### src/rtl/latch_bist_pkg.sv
// Shared types and pattern generation for the latch bank BIST.
package latch_bist_pkg;

  typedef enum logic [2:0] {
    ST_IDLE,
    ST_OPEN,
    ST_CLOSE,
    ST_DISTURB,
    ST_NEXT,
    ST_DONE
  } bist_state_e;

  // Pattern k: 0 = all-zero, 1 = all-one, k >= 2 = walking one at bit k-2.
  function automatic logic pattern_bit(input int unsigned k, input int unsigned bit_idx);
    if (k == 1) return 1'b1;
    if (k >= 2) return (bit_idx == k - 2);
    return 1'b0;
  endfunction

endpackage

### src/rtl/latch_cell.sv
// Single transparent latch whose open level is chosen per channel by pol_i.
module latch_cell (
  input  logic en_i,
  input  logic pol_i,
  input  logic d_i,
  output logic q_o
);

  always_latch begin
    if (en_i == pol_i) q_o <= d_i;
  end

endmodule

### src/rtl/latch_bank_bist.sv
// Latch bank with manual pin access and a transparency/hold BIST sequencer.
// Optional LATCH_BIST_INJECT_EN adds inj_mask_i, XORed into q before each check.
//
// state   | meaning
// IDLE    | latches follow man_en/man_d, waiting for bist_start
// OPEN    | latches transparent on the current pattern, transparency check on last cycle
// CLOSE   | latches closed, data still equals the pattern
// DISTURB | latches closed, data inverted, hold check on last cycle
// NEXT    | latches closed, advance pattern or finish
// DONE    | one-cycle completion pulse
module latch_bank_bist
  import latch_bist_pkg::*;
#(
  parameter int N_CH       = 8,
  parameter int SETTLE_CYC = 2,
  parameter int HOLD_CYC   = 4,
  parameter int CNT_W      = 8
) (
  input  logic             clk_i,
  input  logic             rst_i,
  input  logic [N_CH-1:0]  pol_i,
  input  logic [N_CH-1:0]  man_en_i,
  input  logic [N_CH-1:0]  man_d_i,
  input  logic             bist_start_i,
`ifdef LATCH_BIST_INJECT_EN
  input  logic [N_CH-1:0]  inj_mask_i,
`endif
  output logic [N_CH-1:0]  q_o,
  output logic             bist_busy_o,
  output logic             bist_done_o,
  output logic             bist_pass_o,
  output logic [CNT_W-1:0] err_cnt_o
);

  localparam int STEP_MAX = (SETTLE_CYC > HOLD_CYC) ? SETTLE_CYC : HOLD_CYC;
  localparam int STEP_W   = (STEP_MAX > 1) ? $clog2(STEP_MAX) : 1;
  localparam int PAT_W    = $clog2(N_CH + 2);

  localparam logic [STEP_W-1:0] SETTLE_LOAD = STEP_W'(SETTLE_CYC - 1);
  localparam logic [STEP_W-1:0] HOLD_LOAD   = STEP_W'(HOLD_CYC - 1);
  localparam logic [PAT_W-1:0]  LAST_PAT    = PAT_W'(N_CH + 1);
  localparam logic [CNT_W-1:0]  CNT_MAX     = {CNT_W{1'b1}};

  bist_state_e      state_q, state_d;
  logic [PAT_W-1:0] pat_idx_q, pat_idx_d;
  logic [STEP_W-1:0] step_q, step_d;
  logic [CNT_W-1:0] err_cnt_q, err_cnt_d;
  logic             pass_q, pass_d;

  logic [N_CH-1:0]  pat;
  logic [N_CH-1:0]  lat_en;
  logic [N_CH-1:0]  lat_d;
  logic [N_CH-1:0]  inj_mask;
  logic             chk_en;
  logic             chk_fail;

`ifdef LATCH_BIST_INJECT_EN
  assign inj_mask = inj_mask_i;
`else
  assign inj_mask = '0;
`endif

  always_comb begin
    pat = '0;
    for (int i = 0; i < N_CH; i++) begin
      pat[i] = pattern_bit(32'(pat_idx_q), i);
    end
  end

  // Enable/data steering; kept apart from the FSM so q never loops back into it combinationally.
  always_comb begin
    lat_en = ~pol_i;
    lat_d  = pat;
    if (!rst_i) begin
      case (state_q)
        ST_IDLE: begin
          lat_en = man_en_i;
          lat_d  = man_d_i;
        end
        ST_OPEN:    lat_en = pol_i;
        ST_DISTURB: lat_d  = ~pat;
        default: ;
      endcase
    end
  end

  for (genvar g = 0; g < N_CH; g++) begin : g_lat
    latch_cell u_cell (
      .en_i  (lat_en[g]),
      .pol_i (pol_i[g]),
      .d_i   (lat_d[g]),
      .q_o   (q_o[g])
    );
  end

  assign chk_fail = ((q_o ^ inj_mask) != pat);

  always_comb begin
    state_d   = state_q;
    pat_idx_d = pat_idx_q;
    step_d    = step_q;
    err_cnt_d = err_cnt_q;
    pass_d    = pass_q;
    chk_en    = 1'b0;
    case (state_q)
      ST_IDLE: begin
        if (bist_start_i) begin
          state_d   = ST_OPEN;
          pat_idx_d = '0;
          step_d    = SETTLE_LOAD;
          err_cnt_d = '0;
          pass_d    = 1'b0;
        end
      end
      ST_OPEN: begin
        if (step_q == '0) begin
          chk_en  = 1'b1;
          state_d = ST_CLOSE;
        end else begin
          step_d = step_q - 1'b1;
        end
      end
      ST_CLOSE: begin
        state_d = ST_DISTURB;
        step_d  = HOLD_LOAD;
      end
      ST_DISTURB: begin
        if (step_q == '0) begin
          chk_en  = 1'b1;
          state_d = ST_NEXT;
        end else begin
          step_d = step_q - 1'b1;
        end
      end
      ST_NEXT: begin
        if (pat_idx_q == LAST_PAT) begin
          state_d = ST_DONE;
          pass_d  = (err_cnt_q == '0);
        end else begin
          state_d   = ST_OPEN;
          pat_idx_d = pat_idx_q + 1'b1;
          step_d    = SETTLE_LOAD;
        end
      end
      ST_DONE: state_d = ST_IDLE;
      default: state_d = ST_IDLE;
    endcase
    if (chk_en && chk_fail && (err_cnt_q != CNT_MAX)) begin
      err_cnt_d = err_cnt_q + 1'b1;
    end
  end

  always_ff @(posedge clk_i) begin
    if (rst_i) begin
      state_q   <= ST_IDLE;
      pat_idx_q <= '0;
      step_q    <= '0;
      err_cnt_q <= '0;
      pass_q    <= 1'b0;
    end else begin
      state_q   <= state_d;
      pat_idx_q <= pat_idx_d;
      step_q    <= step_d;
      err_cnt_q <= err_cnt_d;
      pass_q    <= pass_d;
    end
  end

  assign bist_busy_o = (state_q != ST_IDLE);
  assign bist_done_o = (state_q == ST_DONE);
  assign bist_pass_o = pass_q;
  assign err_cnt_o   = err_cnt_q;

endmodule

### config.mk
export PLATFORM = sky130hd
export DESIGN_NAME = latch_bank_bist
export DESIGN_NICKNAME = d
export VERILOG_FILES = /design/src/rtl/latch_bist_pkg.sv /design/src/rtl/latch_cell.sv /design/src/rtl/latch_bank_bist.sv
export SDC_FILE = /design/constraint.sdc
export NUM_CORES = 1
export LEC_CHECK = 0
export ABC_AREA = 1
export CORE_MARGIN = 3
export CORE_UTILIZATION = 46
export DETAILED_ROUTE_END_ITERATION = 12
export GPL_TIMING_DRIVEN = 0
export MAX_ROUTING_LAYER = met4
export PLACE_DENSITY = 0.84
export SYNTH_ARGS = -nofsm -noshare
export SYNTH_HDL_FRONTEND = slang
export SYNTH_SLANG_ARGS = --single-unit
### constraint.sdc
create_clock -name clk_i -period 3.2 [get_ports clk_i]
set_clock_uncertainty 0.15 [all_clocks]
set_input_delay 0.64 -clock clk_i [delete_from_list [all_inputs] [get_ports clk_i]]
set_output_delay 0.64 -clock clk_i [all_outputs]
set_load 0.005 [all_outputs]
Word level (Yosys, flattened, before mapping). Index checks and enable logic that the tools add are counted. W data, S select, Z words.

Flip-flop bits (word level): 18. Output and inout bits: 19. Latch bits: 8. Logic and storage cells: 135. Input bits: 27.

$add $sub $neg: 4. Reduce and logical (&&, ||, !) cells: 17. Muxes and demuxes: 68. Order comparisons: 1. Bitwise gates (word level): 2. Equality and inequality tests: 30.

Operator list (count): $eq A3 B32 Y1 const A (4); $eq A2 B32 Y1 const A (2); $mux W1 (48); $mux W8 (5); $eq A1 B32 Y1 const A (1); $logic_not A32 Y1 (1); $pmux W8 S2 (2); $not A8 Y8 (2); $pmux W3 S5 (1); $mux W3 (4); $ne A2 B2 Y1 const B (6); $reduce_and A3 Y1 (3); $add A8 B1 Y8 const B (1); $eq A1 B1 Y1 (8); $logic_not A8 Y1 (1); $mux W4 (2); $ne A8 B8 Y1 (1); $ne A8 B8 Y1 const B (1); $pmux W2 S4 (1); $pmux W4 S2 (1); $eq A3 B2 Y1 const B (2); $eq A3 B3 Y1 const B (2); $mux W2 (3); $reduce_bool A2 Y1 (3); 16 further kinds (17).

Depth between registers and ports, before layout.
Depth in word-level cells: 10. Mapped depth: 16. Gate-level depth less buffers: 16.

By module. From an unflattened synthesis, not the netlist that was laid out.

Cell total of the unflattened synthesis: 327. Area, all modules: 2067.0 µm².

Modules (own cells, without submodules): latch_bank_bist (area an instance 1796.7 µm², instances 1, cells each 279, seq. area each 360.3 µm²); latch_cell (area an instance 33.8 µm², instances 8, cells each 6, seq. area each 0.0 µm²).

==> metrics.md <==
| Metric | Value |
|---|---|
| Endpoints left unconstrained | `16` |
| Multi-input logic area | `around 0.0012 sq mm` |
| Drt initial violations | `162` |
| Yosys synthesis warning count | `0` |
| Ports | `between 40 and 50` |
| Fin crit period | `2.56 ns` |
| Port bufs | `45` |
| Nets | `slightly below 400` |
| Vias | `2060` |
| Routed wire length | `4740 um` |
| Die Y | `70.6 um` |
| Synth Cell Area | `around 0.0019 sq mm` |
| CTS H-tree depth | `1` |
| PwrDens | `447 mW/mm^2` |
| Max VDD drop | `approximately 0.42 mV` |
| Post-synthesis average cell area | `about 6.4 sq um` |
| Worst Hold Class | `flip-flop to flip-flop` |
| Netlist cell types | `29` |
| Fillers | `349` |
| Worst path cell trace | `nor2_1 -> inv_1 -> nor2_4 -> inv_1 -> clkdlybuf4s50_1` |
| Top Family by Delay on Critical Path | `buffers and inverters` |
| Seq. cell area | `a little under 500 sq um` |
| Die Width | `just over 70 um` |
| Rows | `22` |
| Worst-path fanout max | `9` |
| CP peak stage delay | `0.47 ns` |
| Worst Path Buf+Inv | `3` |
| Fin. max-slew vios | `0` |
| FMAX | `a little under 0.4 GHz` |
| Clk_lat worst skew | `0.26 ns` |
| Initial Util | `49.9%` |
| Most common cell after layout, fill and taps aside | `nand2_1` |
| CTS tree | `yes` |
| # setup viols final | `0` |
| Share of cells above drive strength 1 | `9.20%` |
| ANT nets after route | `0` |
| Core area | `0.00385 sq mm` |
| Layout area overhead | `29.4%` |
| Maximum root-to-sink buffer count | `2` |
| CTS Hold Bufs | `0` |
| Final Hold Fails | `0` |
| Synth Area in XOR/XNOR | `1.82%` |
| Worst-Margin Slew | `0.774 ns` |
| Cell mode on critical path | `inv_1` |
| Vias per inst | `5.20` |
| Placed cell area | `0.00243 sq mm` |
| Resized Gates After CTS | `0` |
| Largest net degree at the start of global routing | `11` |
| Max_slew headroom | `48.0%` |
| Sum Neg Setup Slack | `0 ns` |
| Mux contribution to synthesized area | `0%` |
| Post-Place Setup Slack | `0.704 ns` |
| EDFF count, synth | `0` |
| Max Cap Viol | `0` |
| GPL Wtd Cong | `just under 0.9` |
| Crit share post-route | `79.9%` |
| Static Leakage | `1.06 nW` |
| Post-synth ARST share | `0%` |
| Initial antenna violation count | `0` |
| Number of setup buffers added after CTS | `0` |
| Die area | `0.00499 sq mm` |
| Crit. End Element | `output pin` |
| Slowest CP cell | `clkdlybuf4s50_1` |
| Post-route DRC | `0` |
| Vias in the first global route | `1810` |
| Largest family of logic cells by synthesized area | `simple AND/OR/NAND/NOR gates` |
| Drt first pass iters | `4` |
| Remaining global-route overflow | `0` |
| RSZ-0062 raised after global routing | `false` |
| Most frequent cells in the layout | `nand2_1 (68), clkdlybuf4s50_1 (45), inv_1 (41)` |
| Primary FF master, synth | `dfxtp_1` |
| Finished Cell Area | `0.00249 sq mm` |
| Status | `finished clean` |
| WP data required | `2.41 ns` |
| Synth Area in Compound Gates | `14.5%` |
| Synth Register Bits | `26` |
| TritonCTS Buffers | `3` |
| Net count after synthesis | `336` |
| Worst-path clk slew | `approximately 0.07 ns` |
| Syn Inst Count | `299` |
| ANT cells | `0` |
| Clock root buffer | `clkbuf_8` |
| Simple-gate share of the synthesized area | `between 40 and 50%` |
| Global-route wire length before repair | `7990 um` |
| FF-to-FF setup slack | `0.69 ns` |
| Arrival time worst endpoint | `between 1.5 and 2 ns` |
| DP HPWL | `between 3000 and 4000 um` |
| Register pins left without a clock | `8` |
| Setup crit start kind | `flip-flop` |
| Avg WL per Cell | `12.0 um` |
| Synth Area in Adders | `6.51%` |
| Crit path kind | `flip-flop to output pin` |
| GRT Total Usage | `about 20%` |
| Post-route setup slack | `0.642 ns` |
==> synthesized netlist by cell type (2+ instances only) <==
master,instances,area share [%]
nand2_1,68,13
inv_1,41,8.0
nand3_1,32,8.3
nor2_1,21,4.1
o21ai_0,21,5.5
dfxtp_1,18,19
a21oi_1,12,3.1
ha_1,10,6.5
nand3b_1,10,3.9
buf_4,9,3.5
o211ai_1,9,3.5
dlxtn_1,8,6.2
nand2_2,6,2.0
nor3_1,5,1.3
a31oi_1,3,0.98
clkbuf_1,3,0.59
nand2_4,3,1.8
nand3_2,3,1.6
xor2_1,3,1.4
nand4_1,2,0.65
nor2_2,2,0.65
nor2_4,2,1.2
or2_2,2,0.65
==> kinds of logic (layout without fill, tap and decap cells) <==
| kind of cell | count (synthesis) | after routing |
|---|---|---|
| simple gates | 158 | 158 |
| compound gates | 48 | 48 |
| xor+xnor | 4 | 4 |
| fa+ha+maj | 10 | 10 |
| latches | 8 | 8 |
| buf+inv | 53 | 102 |
| flops | 18 | 18 |
==> final cells by class <==
type	count	share of cell area (%)
Sequential cell	26	19.3
Buffer	12	3.17
Multi-Input combinational cell	220	48.6
Tap cell	48	2.41
Timing Repair Buffer	45	18.1
Clock buffer	4	2.21
Inverter	41	6.19
==> per-stage QoR <==
| stage | total power [mW] | util, % | hold WS [ns] | cells |
|---|---|---|---|---|
| 4_1_cts | 1.11 | 64.5 | 0.315 | 396 |
| 3_3_place_gp | 0.910 | 63.1 | 0.296 | 392 |
| 5_1_grt | 1.21 | 64.5 | 0.368 | 396 |
| 2_1_floorplan | 0.724 | - | 0.281 | 299 |
| 6_report | 1.11 | 64.5 | 0.313 | 396 |
| 3_5_place_dp | 0.921 | 63.1 | 0.303 | 392 |
==> state kept, by name, indices dropped and copies added, names as in the netlist <==
register          flops
bist_pass_o           1
err_cnt_o             8
g_lat.u_cell.q_o      8
pat_idx_q             4
state_q               3
step_q                2
==> path summary, 6_finish.rpt <==
check / cells past startpoint / to / start
setup / recovery: 5 / bist_busy_o / state_q[1]
hold / removal: 1 / step_q[0] / step_q[0]
setup reg to reg: 15 / err_cnt_o[7] / pat_idx_q[1]
hold reg to reg: 1 / step_q[0] / step_q[0]
==> where the power goes <==
part | leakage (nW) | switching, mW | internal, mW
combinational | 0.821 | 0.346 | 0.248
sequential | 0.209 | 0.0346 | 0.294
clock | 0.0288 | 0.0794 | 0.109
==> layer usage <==
metal,GRT usage (%),share of wire (%)
met2,31.1,47
met1,27.0,45
met5,-,0
met4,3.13,0.72
met3,3.13,7.0
Power figures use the tool's default switching activity.
